File: src/rtl/mp64_mbox_agent.sv
// mp64_mbox_agent
//   Per-core mailbox agent. Sends 64-bit messages to another core by writing
//   the eight data bytes and then the target ID to the mailbox MMIO window.
//   Receives messages when the mailbox raises the IPI line: reads STATUS,
//   picks the lowest pending source, reads the eight data bytes, ACKs the
//   source, and presents the message on a one-deep rx buffer.
//
// Ports
//   clk, rst_n                  clock, async active-low reset
//   tx_valid/tx_ready           outbound request handshake
//   tx_target, tx_data          destination core and payload
//   tx_done                     1-cycle pulse when SEND completes
//   ipi_in                      IPI line from the mailbox
//   rx_valid/rx_ready           buffered message handshake
//   rx_src, rx_data             source core and payload of buffered message
//   rx_spurious                 1-cycle pulse when STATUS had no pending source
//   m_req/m_addr/m_wdata/m_wen  registered MMIO request, held until m_ack
//   m_rdata, m_ack              MMIO read byte and completion
module mp64_mbox_agent #(
    parameter int          NUM_CORES    = 4,
    parameter int          CORE_ID_BITS = 2,
    parameter logic [11:0] MBOX_BASE    = 12'h500
) (
    input  logic                    clk,
    input  logic                    rst_n,
    input  logic                    tx_valid,
    output logic                    tx_ready,
    input  logic [CORE_ID_BITS-1:0] tx_target,
    input  logic [63:0]             tx_data,
    output logic                    tx_done,
    input  logic                    ipi_in,
    output logic                    rx_valid,
    input  logic                    rx_ready,
    output logic [CORE_ID_BITS-1:0] rx_src,
    output logic [63:0]             rx_data,
    output logic                    rx_spurious,
    output logic                    m_req,
    output logic [11:0]             m_addr,
    output logic [7:0]              m_wdata,
    output logic                    m_wen,
    input  logic [7:0]              m_rdata,
    input  logic                    m_ack
);

    // Offsets of the control registers inside the mailbox window
    // (MBOX_STATUS, MBOX_SEND, MBOX_ACK from mp64_defs.vh).
    localparam logic [11:0] MBOX_STATUS_OFS = 12'h008;
    localparam logic [11:0] MBOX_SEND_OFS   = 12'h009;
    localparam logic [11:0] MBOX_ACK_OFS    = 12'h00A;

    typedef enum logic [2:0] {
        IDLE,
        TX_DATA,
        TX_SEND,
        RX_STAT,
        RX_DATA,
        RX_ACK
    } state_t;

    state_t                  state_q, state_d;
    logic [2:0]              idx_q, idx_d, nxt_idx;
    logic [CORE_ID_BITS-1:0] tgt_q, tgt_d;
    logic [CORE_ID_BITS-1:0] src_q, src_d;
    logic [63:0]             tx_buf_q, tx_buf_d;
    logic [63:0]             shadow_q, shadow_d;
    logic                    armed_q;

    logic                    m_req_d, m_wen_d;
    logic [11:0]             m_addr_d;
    logic [7:0]              m_wdata_d;
    logic                    tx_done_d, rx_spurious_d, rx_valid_d;
    logic [63:0]             rx_data_d;
    logic [CORE_ID_BITS-1:0] rx_src_d;

    logic                    op_done;
    logic                    ipi_take;

    // Lowest pending source wins.
    function automatic logic [CORE_ID_BITS-1:0] lowest_set(input logic [NUM_CORES-1:0] v);
        lowest_set = '0;
        for (int i = NUM_CORES - 1; i >= 0; i--)
            if (v[i]) lowest_set = CORE_ID_BITS'(i);
    endfunction

    assign op_done  = m_req && m_ack;
    // armed_q keeps the block quiet for the first edge after reset release.
    assign ipi_take = (state_q == IDLE) && armed_q && ipi_in && !rx_valid;
    assign tx_ready = (state_q == IDLE) && armed_q && !(ipi_in && !rx_valid);

    always_comb begin
        state_d       = state_q;
        idx_d         = idx_q;
        tgt_d         = tgt_q;
        src_d         = src_q;
        tx_buf_d      = tx_buf_q;
        shadow_d      = shadow_q;
        m_req_d       = m_req;
        m_addr_d      = m_addr;
        m_wdata_d     = m_wdata;
        m_wen_d       = m_wen;
        tx_done_d     = 1'b0;
        rx_spurious_d = 1'b0;
        rx_valid_d    = rx_valid && !rx_ready;
        rx_data_d     = rx_data;
        rx_src_d      = rx_src;
        nxt_idx       = idx_q + 3'd1;

        case (state_q)
            IDLE: begin
                if (ipi_take) begin
                    state_d   = RX_STAT;
                    m_req_d   = 1'b1;
                    m_wen_d   = 1'b0;
                    m_addr_d  = MBOX_BASE + MBOX_STATUS_OFS;
                    m_wdata_d = 8'h00;
                end else if (tx_valid && tx_ready) begin
                    state_d   = TX_DATA;
                    tgt_d     = tx_target;
                    tx_buf_d  = tx_data;
                    idx_d     = 3'd0;
                    m_req_d   = 1'b1;
                    m_wen_d   = 1'b1;
                    m_addr_d  = MBOX_BASE;
                    m_wdata_d = tx_data[7:0];
                end
            end

            TX_DATA: begin
                if (op_done) begin
                    if (idx_q == 3'd7) begin
                        state_d   = TX_SEND;
                        m_addr_d  = MBOX_BASE + MBOX_SEND_OFS;
                        m_wdata_d = 8'(tgt_q);
                    end else begin
                        idx_d     = nxt_idx;
                        m_addr_d  = MBOX_BASE + {9'd0, nxt_idx};
                        m_wdata_d = tx_buf_q[{nxt_idx, 3'b000} +: 8];
                    end
                end
            end

            TX_SEND: begin
                if (op_done) begin
                    state_d   = IDLE;
                    m_req_d   = 1'b0;
                    m_wen_d   = 1'b0;
                    tx_done_d = 1'b1;
                end
            end

            RX_STAT: begin
                if (op_done) begin
                    if (m_rdata[NUM_CORES-1:0] == '0) begin
                        state_d       = IDLE;
                        m_req_d       = 1'b0;
                        rx_spurious_d = 1'b1;
                    end else begin
                        state_d  = RX_DATA;
                        src_d    = lowest_set(m_rdata[NUM_CORES-1:0]);
                        idx_d    = 3'd0;
                        m_addr_d = MBOX_BASE;
                    end
                end
            end

            RX_DATA: begin
                if (op_done) begin
                    shadow_d[{idx_q, 3'b000} +: 8] = m_rdata;
                    if (idx_q == 3'd7) begin
                        state_d   = RX_ACK;
                        m_wen_d   = 1'b1;
                        m_addr_d  = MBOX_BASE + MBOX_ACK_OFS;
                        m_wdata_d = 8'(src_q);
                    end else begin
                        idx_d    = nxt_idx;
                        m_addr_d = MBOX_BASE + {9'd0, nxt_idx};
                    end
                end
            end

            RX_ACK: begin
                if (op_done) begin
                    state_d    = IDLE;
                    m_req_d    = 1'b0;
                    m_wen_d    = 1'b0;
                    // A same-cycle consumer handshake is overridden by the new message.
                    rx_valid_d = 1'b1;
                    rx_data_d  = shadow_q;
                    rx_src_d   = src_q;
                end
            end

            default: begin
                state_d = IDLE;
                m_req_d = 1'b0;
            end
        endcase
    end

    always_ff @(posedge clk or negedge rst_n) begin
        if (!rst_n) begin
            state_q     <= IDLE;
            idx_q       <= '0;
            tgt_q       <= '0;
            src_q       <= '0;
            tx_buf_q    <= '0;
            shadow_q    <= '0;
            armed_q     <= 1'b0;
            m_req       <= 1'b0;
            m_addr      <= '0;
            m_wdata     <= '0;
            m_wen       <= 1'b0;
            tx_done     <= 1'b0;
            rx_spurious <= 1'b0;
            rx_valid    <= 1'b0;
            rx_data     <= '0;
            rx_src      <= '0;
        end else begin
            state_q     <= state_d;
            idx_q       <= idx_d;
            tgt_q       <= tgt_d;
            src_q       <= src_d;
            tx_buf_q    <= tx_buf_d;
            shadow_q    <= shadow_d;
            armed_q     <= 1'b1;
            m_req       <= m_req_d;
            m_addr      <= m_addr_d;
            m_wdata     <= m_wdata_d;
            m_wen       <= m_wen_d;
            tx_done     <= tx_done_d;
            rx_spurious <= rx_spurious_d;
            rx_valid    <= rx_valid_d;
            rx_data     <= rx_data_d;
            rx_src      <= rx_src_d;
        end
    end

endmodule

File: config.mk
export PLATFORM = sky130hd
export DESIGN_NAME = mp64_mbox_agent
export DESIGN_NICKNAME = d
export VERILOG_FILES = /design/src/rtl/mp64_mbox_agent.sv
export SDC_FILE = /design/constraint.sdc
export NUM_CORES = 1
export LEC_CHECK = 0
export BUFFER_PORTS_ARGS = -buffer_cell sky130_fd_sc_hd__buf_4
export CORE_AREA = 2 2 136 138
export DETAILED_ROUTE_END_ITERATION = 8
export DIE_AREA = 0 0 138 140
export PLACE_DENSITY = 0.86
export SYNTH_ARGS = -nofsm -noshare
export SYNTH_HDL_FRONTEND = slang
export SYNTH_SLANG_ARGS = --single-unit
export TNS_END_PERCENT = 100
File: constraint.sdc
create_clock -name clk -period 3.3 [get_ports clk]
set_input_delay 0 -clock clk [delete_from_list [all_inputs] [get_ports clk]]
set_output_delay 0 -clock clk [all_outputs]
set_load 0.005 [all_outputs]
==> run summary, run 1 <==
Final wirelength: 24.0 mm. The headroom to the max-slew limit was 0.242; the number of clock sinks seen by CTS was 223. At the worst endpoint, the required time is 3700 ps. The maximum ir drop on the vdd rail was 0.000495 V; the final core utilization was 0.723. The area growth from synthesis to layout is 30.8%. For the level count of the clock H-tree, the log shows 1. OpenSTA, run right after detailed placement, puts the worst setup slack at 824 ps. Setup repair after global routing left no endpoint under its margin. Across the routed clock network, the largest skew measured is 14.5 ps. Setup violations remaining at the end of the flow were counted as 0. The share of synthesized area spent on multiplexers came out at 0.279.

Across all register-to-register paths, the minimum setup slack is 790 ps. The worst setup path is captured at a register. The number of port buffers works out to 165. In this run the top signal layer used is met4.

In this run the count of I/O pins placed on the die edge is 172. For the signal arrival time at the worst endpoint, the log shows 2910 ps. Summed over all nets, the half-perimeter wirelength after detailed placement is 15.1 mm.

After detailed routing, the average wire length per cell comes to 20.3 um. The die covers 19300 um2. In this run the worst hold path is classified as in -> reg. Synthesis instantiated 57 different standard cells from the library. The final critical-path required period is 2510 ps. The detailed router finished its first iteration with 347 violations. The maximum clock insertion buffer count was 3. In this run the critical register-to-register path is captured at shadow_q[51]. The count of placed standard cells in the final layout, fillers left out came out at 1183.

Terminating pin of the worst hold path: state_q[1]. For the initial antenna violation count, the log shows 0. Number of standard-cell rows in the floorplan: 49. The synthesized netlist cell count is 690.

Clock-pin slew was measured on the worst setup and hold paths at 60 ps. The run gives 0 as the max-slew violation count. The total power density per cell area is 713 nW/um2. The simple-gate portion of the synthesized area works out to 0.0672. The kind of critical path is reg -> reg. The post-synthesis compound-gate area fraction came out at 0.0481. Static timing analysis puts the maximum clock frequency at 398 MHz. The overall routing resource usage is 0.247, and the flip-flop and latch count after synthesis is 223. Sum of overflow across all layers after global routing: 0. STA classifies the critical path startpoint as a register.

For this run, design rule violations remaining after detail routing come to 0. The first global-routing pass estimated 38.1 mm of wire. sky130_fd_sc_hd__dfrtp_1 takes more of the synthesized area than any other cell.

The final number of hold-violating endpoints was 0; the count of vias placed by the detailed router was 6580. Once detail routing completed, the nets flagged for antenna violations numbered 0. The fraction of the cycle the final worst path needs was 0.761.

Xor-xnor portion of the synthesized cell area: 0. For the insertion delay to the later sink of the worst-skew pair, the log shows 520 ps. Summed over all cells, the static leakage comes to 0.00642 uW. The logs give 0 for the total of warnings raised by yosys and 0.903 for the placer's final routability congestion estimate. 0 antenna diodes ended up in the layout. The maximum fanout encountered on the critical timing path was 8; the proportion of netlist area held by the largest area contributor was 0.568.

The tree is rooted in a sky130_fd_sc_hd__clkbuf_16. The run gives 12.7 mm as the sum of met2 wire segment lengths after detailed routing. In the final routing, the length of wire on met1 measures 9.36 mm. TritonCTS built the clock tree.

In the final timing run, aggregate negative setup slack is 0 ps. Measured along the y axis, the die boundary spans 140 um. The fraction of registers with async set or reset after synthesis is 1.00, and the wire length on met3 is 1.50 mm. For the number of resized instances in the post-cts repair step, the log shows 0. Die span in x: 138 um. Counting instances in the post-synthesis netlist gives the leading cell types as 223 x sky130_fd_sc_hd__dfrtp_1, 155 x sky130_fd_sc_hd__mux2_2, 40 x sky130_fd_sc_hd__mux2_4. The number of cells on the worst reg-to-reg path is 6, and the final worst-path setup slack is 788 ps.

Net count reported at finish: 1022. Startpoint of the tightest hold check path: ipi_in. After synthesis, the largest family of logic cells by area is multiplexers. Summing every instance area after synthesis gives 9830 um2. Counting instances, the worst hold path has a depth of 4. The starting density of the core came out at 0.553. Via count of the first global-routing pass: 7127. The completed layout was analyzed and its total power is 9170 uW. After synthesis, the cell types taking the most area are sky130_fd_sc_hd__dfrtp_1 57%, sky130_fd_sc_hd__mux2_2 18%, sky130_fd_sc_hd__mux2_4 6.1%, sky130_fd_sc_hd__mux2i_1 2.9%, sky130_fd_sc_hd__and2_1 1.6%.

Entering global routing, the biggest net connects 116 pins. The flow ran to the end, and the final reports show no timing, DRC or antenna violations. The sequential fraction of the synthesis area came out at 0.568. The synthesized design contains 0 enable-type register cells. Max-cap violations in this run came to 0. After floorplanning, the core was sized to cover 17800 um2. Per-instance average area after synthesis: 14.3 um2.

The first TritonRoute pass finished after 4 iterations. The cell total after placement was 1059. In the synthesized netlist the dominant register cell turns out to be sky130_fd_sc_hd__dfrtp_1. The share of synthesized cell area in full adder, half adder and majority cells is 0.00763, and the proportion of layout cells with a drive suffix above 1 is 0.451. In the routed layout, each cell is associated on average with a via count of 5.56. The origin of the critical flop-to-flop path is idx_q[0]. Transition time at the pin with the least slew margin: 1130 ps.

By instance count, the leading cell after synthesis is sky130_fd_sc_hd__dfrtp_1. The number of buffers added by the clock tree synthesis step was 24.
[layout by cell type (no fill, tap or decap), types with 6 or more instances in the layout]
| master | synthesis | final |
|---|---|---|
| sky130_fd_sc_hd__a21oi_1 | 13 | 13 |
| sky130_fd_sc_hd__mux2_2 | 155 | 155 |
| sky130_fd_sc_hd__dlygate4sd3_1 | 0 | 80 |
| sky130_fd_sc_hd__nor2_1 | 17 | 17 |
| sky130_fd_sc_hd__clkbuf_8 | 0 | 9 |
| sky130_fd_sc_hd__clkinv_2 | 0 | 7 |
| sky130_fd_sc_hd__mux2i_1 | 28 | 28 |
| sky130_fd_sc_hd__nor2b_1 | 6 | 6 |
| sky130_fd_sc_hd__ha_1 | 6 | 6 |
| sky130_fd_sc_hd__o21ai_0 | 7 | 7 |
| sky130_fd_sc_hd__and2_1 | 25 | 25 |
| sky130_fd_sc_hd__nor3_1 | 13 | 12 |
| sky130_fd_sc_hd__clkbuf_16 | 0 | 24 |
| sky130_fd_sc_hd__inv_1 | 12 | 12 |
| sky130_fd_sc_hd__buf_4 | 8 | 171 |
| sky130_fd_sc_hd__nand2b_1 | 6 | 6 |
| sky130_fd_sc_hd__conb_1 | 2 | 7 |
| sky130_fd_sc_hd__a22oi_1 | 14 | 14 |
| sky130_fd_sc_hd__nand2_1 | 13 | 12 |
| sky130_fd_sc_hd__dfrtp_1 | 223 | 222 |
| sky130_fd_sc_hd__a32oi_1 | 8 | 8 |
| sky130_fd_sc_hd__mux2_4 | 40 | 40 |
[report_power, final]
part	internal, uW	total (uW)	switching [uW]	leakage (uW)
sequential	3350	3770	417	0.00293
clock	1520	2580	1060	0.000392
combinational	1490	2820	1330	0.00310
[repair_timing]
action,4_1_cts,5_1_grt
setup buffers,0,0
hold buffers,80,0
endpoints found under the hold margin,359,0
[cell families (layout without fill, tap and decap cells)]
| group | Yosys count | after routing |
|---|---|---|
| fa+ha+maj | 6 | 6 |
| compound gates | 65 | 65 |
| buf+inv | 53 | 312 |
| flops | 223 | 223 |
| simple gates | 112 | 112 |
| mux | 229 | 229 |
| other cells | 2 | 7 |
[state kept, by name, indices dropped and copies added, names as in the netlist]
name and flops:
armed_q 1, idx_q 3, m_addr 5, m_req 1
m_wdata 8, m_wen 1, rx_data 64, rx_spurious 1
rx_src 2, rx_valid 1, shadow_q 64, src_q 2
state_q 3, tgt_q 2, tx_buf_q 64, tx_done 1
[critical path, stage by stage, from the launching register on]
cell and delay, ps:
sky130_fd_sc_hd__dfrtp_2 420, sky130_fd_sc_hd__inv_1 110, sky130_fd_sc_hd__ha_1 210, sky130_fd_sc_hd__ha_1 360, sky130_fd_sc_hd__nor4_1 540, sky130_fd_sc_hd__nand2_1 380
sky130_fd_sc_hd__mux2_2 370
[routing by layer]
metal  track usage  up-vias
met5             0        -
met4        0.0714        0
met3        0.0520       41
met2         0.448      236
met1         0.298     3323
li1              -     2980
[worst max-delay path by stage]
stage	from	endpoint	slack, ps	cells past startpoint
floorplan	idx_q[0]	shadow_q[35]	680	9
CTS	idx_q[0]	shadow_q[53]	800	6
global placement	idx_q[0]	shadow_q[61]	910	6
global route	idx_q[1]	shadow_q[53]	640	6
detailed placement	idx_q[0]	shadow_q[53]	820	6
finish	idx_q[0]	shadow_q[51]	790	6
[area by class of cell]
| class | count | area (um2) |
|---|---|---|
| Clock buffer | 36 | 726 |
| Clock inverter | 8 | 51.3 |
| Fill cell | 1149 | 4920 |
| Inverter | 12 | 45.0 |
| Multi-Input combinational cell | 419 | 3990 |
| Sequential cell | 223 | 5580 |
| Tap cell | 229 | 287 |
| Timing Repair Buffer | 256 | 2180 |
[stage by stage]
stage          hold WS [ps]  area [um2]
2_1_floorplan          -296        9850
3_3_place_gp           -165       11300
3_5_place_dp           -164       11300
4_1_cts                86.4       12900
5_1_grt                 112       12900
6_report               93.6       12900
Note: power is estimated with default switching activity, not from simulation.
==> inputs of run 2 (changes only) <==
- ABC_AREA: default -> 1
- CORE_AREA: 2 2 136 138 -> 2 2 135 137
- DIE_AREA: 0 0 138 140 -> 0 0 137 139
- clock period: 3.3 -> 2.4 ns (I/O delays scaled with it)
==> run 2 against run 1 <==
- register-to-register slack lost 640 ps
- sequential share of layout area is 0.55 points higher
- routed wire length up 11%
- largest power group unchanged
- highest routed layer unchanged
==> run summary, run 2 <==
The run finished with clean final reports. The logs give 1037 (+50%) for the synthesized netlist cell count and 0.557 (+0.315) for the headroom to the max-slew limit. In this run the critical register-to-register path is launched from idx_q[0]. The total half-perimeter wirelength after legalization and detailed placement came out at 16.7 mm (+11%). The largest registers in the layout are rx_data x64, shadow_q x64, tx_buf_q x64. The run gives 2660 ps (-250 ps) as the signal arrival time at the worst endpoint. For the area of the die, the log shows 19000 um2 (-1.4%). Leaving out fill and tap cells, the most frequent cell in the layout is sky130_fd_sc_hd__nand2_1. The insertion delay to the later sink of the worst-skew pair is 500 ps (-20 ps). The path length in cells of the critical path is 6 (unchanged), and the remaining antenna violation count after routing is 0 (unchanged). The maximum clock insertion buffer count is 3 (unchanged), and the maximum fanout encountered on the critical timing path is 10 (+2). The layout overhead on the synthesized area was 30.5%; the average routed wire per standard cell was 17.6 um (-14%).

The total power after layout is 12700 uW (+38%). The leading cell type by number of instances after synthesis was sky130_fd_sc_hd__nand2_1. The initial antenna violation count came out at 0 (unchanged). In this run the critical register-to-register path is captured at shadow_q[16].

The flip-flop cell with the highest count after synthesis was sky130_fd_sc_hd__dfrtp_1. The tools report the capturing instance or port of the critical path as shadow_q[16]. The cell type with the highest aggregate area in the netlist was sky130_fd_sc_hd__dfrtp_1. The placer's final routability congestion estimate was 0.913 (+1.1%). TritonCTS built the clock tree. The logs give 150 ps (-640 ps) for the register-to-register setup slack and 11200 um2 (-0.88%) for the area after detailed placement. Per-instance average area after synthesis: 9.38 um2 (-34%). Number of distinct library cells after synthesis: 32 (-44%).

The proportion of layout cells with a drive suffix above 1 is 0.215 (-0.236), and the leakage component of the power is 0.00660 uW (+2.9%). The cell sitting at the root of the clock tree is a sky130_fd_sc_hd__clkbuf_16. The vias per cell is 5.44 (-2.2%), and the net count reported at finish is 1358 (+33%). The DRC violations left was 0 (unchanged); the number of standard-cell rows in the floorplan was 49 (unchanged).

Setup repair after global routing could not meet its margin everywhere. The proportion of netlist area held by the largest area contributor was 0.573 (+0.00598); the post-synthesis cell area was 9730 um2 (-1.0%). The run gives 23 (-4.2%) as the number of buffers added by the clock tree synthesis step. The final number of hold-violating endpoints was 0 (unchanged); the number of DRC violations after detailed-routing iteration 0 was 834 (+140%). The fraction of registers with async set or reset after synthesis came out at 1.00 (unchanged). Final wirelength: 26.6 mm (+11%).

Leaving out fill and tap cells, the most frequent cells in the layout are 239 x sky130_fd_sc_hd__nand2_1, 223 x sky130_fd_sc_hd__dfrtp_1, 173 x sky130_fd_sc_hd__buf_4. The tools report the count of fill cells added during filler insertion as 1236 (+7.6%). The run gives 0 (unchanged) as the total setup violations reported at the end of the flow. The transition time at the pin with the least slew margin came out at 663 ps (-465 ps).

Tracing the worst setup path back leads to its startpoint at idx_q[0]. The y dimension of the die came out at 139 um (-0.71%). The maximum ir drop on the vdd rail was 0.000612 V (+24%); the required time reported for the critical path endpoint was 2810 ps (-890 ps).

The final critical-path required period is 2250 ps (-265 ps). The cell family with the largest share of critical-path delay is simple AND/OR/NAND/NOR gates. The final core utilization was 0.719 (-0.00419); the post-CTS setup buffer count was 0 (unchanged).

For the number of primary I/O pins, the log shows 172 (unchanged). The count of antenna diodes in the layout came out at 0 (unchanged). The total power density per cell area is 997 nW/um2 (+40%), and the count of vias placed by the detailed router is 8249 (+25%). The maximum clock rate was 445 MHz (+12%).

The max-slew violation count was 0 (unchanged); the sequential fraction of the synthesis area was 0.573 (+0.00598). The logs give 85 (-27%) for the pin count of the biggest net entering global routing and 1 (unchanged) for the level count of the clock H-tree. The slowest stage of the critical path is the sky130_fd_sc_hd__nor2_1 cell. The starting density of the core was 0.551 (-0.00197).

The run gives 6 (+2) as the number of iterations in the first detailed-routing pass. Sum of overflow across all layers after global routing: 0 (unchanged). The number of max-cap violations was 0 (unchanged). The flip-flop and latch count after synthesis came out at 223 (unchanged).

The cell that appears most often on the critical path is sky130_fd_sc_hd__clkinv_1. Buffering stage count on the worst path with inverters included: 2 (+1). Setup total negative slack: 0 ps (unchanged). The peak per-stage delay on the critical path is 660 ps (+120 ps). By area the synthesized netlist is led by sky130_fd_sc_hd__dfrtp_1 57%, sky130_fd_sc_hd__nand2_1 9.2%, sky130_fd_sc_hd__nand3_1 4.8%, sky130_fd_sc_hd__mux2_2 4.4%, sky130_fd_sc_hd__inv_1 3.5%.

The number of cells on the worst reg-to-reg path is 6 (unchanged). STA classifies the critical path endpoint as a register. The signal on the critical path passes through clkinv_1 > ha_1 > clkinv_1 > nor2_1 > nand2_1 > o21ai_1.

The fraction of the cycle the final worst path needs is 0.936 (+0.175). The total of warnings raised by yosys is 0 (unchanged), and the core region area is 17700 um2 (-0.69%). Counting instances in the post-synthesis netlist gives the leading cell types as 239 x sky130_fd_sc_hd__nand2_1, 223 x sky130_fd_sc_hd__dfrtp_1, 94 x sky130_fd_sc_hd__nand3_1. The minimum setup slack after placement came out at 198 ps (-627 ps).

The number of port buffers works out to 165 (unchanged). The via count of the first global-routing pass is 8347 (+17%). The worst setup path is launched from a register. The final clock skew was 11.2 ps (-3.31 ps).

The final worst-path setup slack was 153 ps (-635 ps). The clock-pin transition on the worst setup and hold timing paths was 60 ps (about the same); the global-route wire length before repair was 42.5 mm (+12%). The run gives 223 (unchanged) as the number of clock sinks seen by CTS.

The type of the tightest min-delay check is in -> reg. The critical path is of the reg -> reg type. The die span in x works out to 137 um (-0.72%).

The logs give 12700 um2 (-1.3%) for the post-route cell area and 0.283 (+0.0362) for the overall routing resource usage. The number of flops mapped to enable cells by yosys was 0 (unchanged).
run 2: worst min path at each step:
stage / from / end / slack [ps] / cells after the start
after floorplan: rst_n / armed_q / -300 / 0
after global placement: rst_n / rx_data[49] / 50 / 1
after detailed placement: rst_n / rx_data[49] / 50 / 1
after CTS: tx_valid / tgt_q[0] / 90 / 4
after global routing: ipi_in / m_wen / 140 / 6
final: ipi_in / m_wen / 100 / 6
run 2: layer usage:
metal  global-route usage  wire [um]
met1                0.358      10300
met2                0.489      13600
met3               0.0406       1780
met4                0.108        949
met5                    0          0
run 2: cell families (layout without fill, tap and decap cells):
logic type      Yosys count  in the layout  synth area share
compound gates          142            142            0.0738
mux                      65             65            0.0752
simple gates            447            447             0.202
buf+inv                 152            397            0.0672
flops                   223            223             0.573
fa+ha+maj                 6              6           0.00771
other cells               2              7          0.000772
run 2: metrics by stage:
stage	std cells	hold WS, ps
finish	1516	99.4
detailed placement	1398	51.7
global route	1516	143
CTS	1516	90.3
floorplan	1042	-296
global placement	1398	47.8
run 2: final cells by class:
| type | instances | area [um2] | share of cell area |
|---|---|---|---|
| clock buffer | 36 | 704 | 0.0555 |
| timing repair buffer | 258 | 2210 | 0.174 |
| sequential | 223 | 5580 | 0.439 |
| inverter | 99 | 372 | 0.0293 |
| multi-input combinational | 667 | 3520 | 0.278 |
| tap | 229 | 287 | 0.0226 |
| clock inverter | 4 | 25.0 | 0.00197 |
run 2: what timing repair did:
action / 4_1_cts / 5_1_grt
hold buffers: 78 / 0
setup endpoints to repair: 0 / 9
endpoints found under the hold margin: 221 / 0
resized for setup: 0 / 1
run 2: tightest hold or removal path: stages:
cell                      delay, ps
sky130_fd_sc_hd__buf_4          110
sky130_fd_sc_hd__nand2_1        120
sky130_fd_sc_hd__nor2_2         100
sky130_fd_sc_hd__nor2_1          90
sky130_fd_sc_hd__nand3_1         80
sky130_fd_sc_hd__nand2_1         70
run 2: power breakdown:
part | internal (uW) | switching, uW
Sequential | 4540 | 368
Clock | 2000 | 1410
Combinational | 1530 | 2810
Total | 8070 | 4580
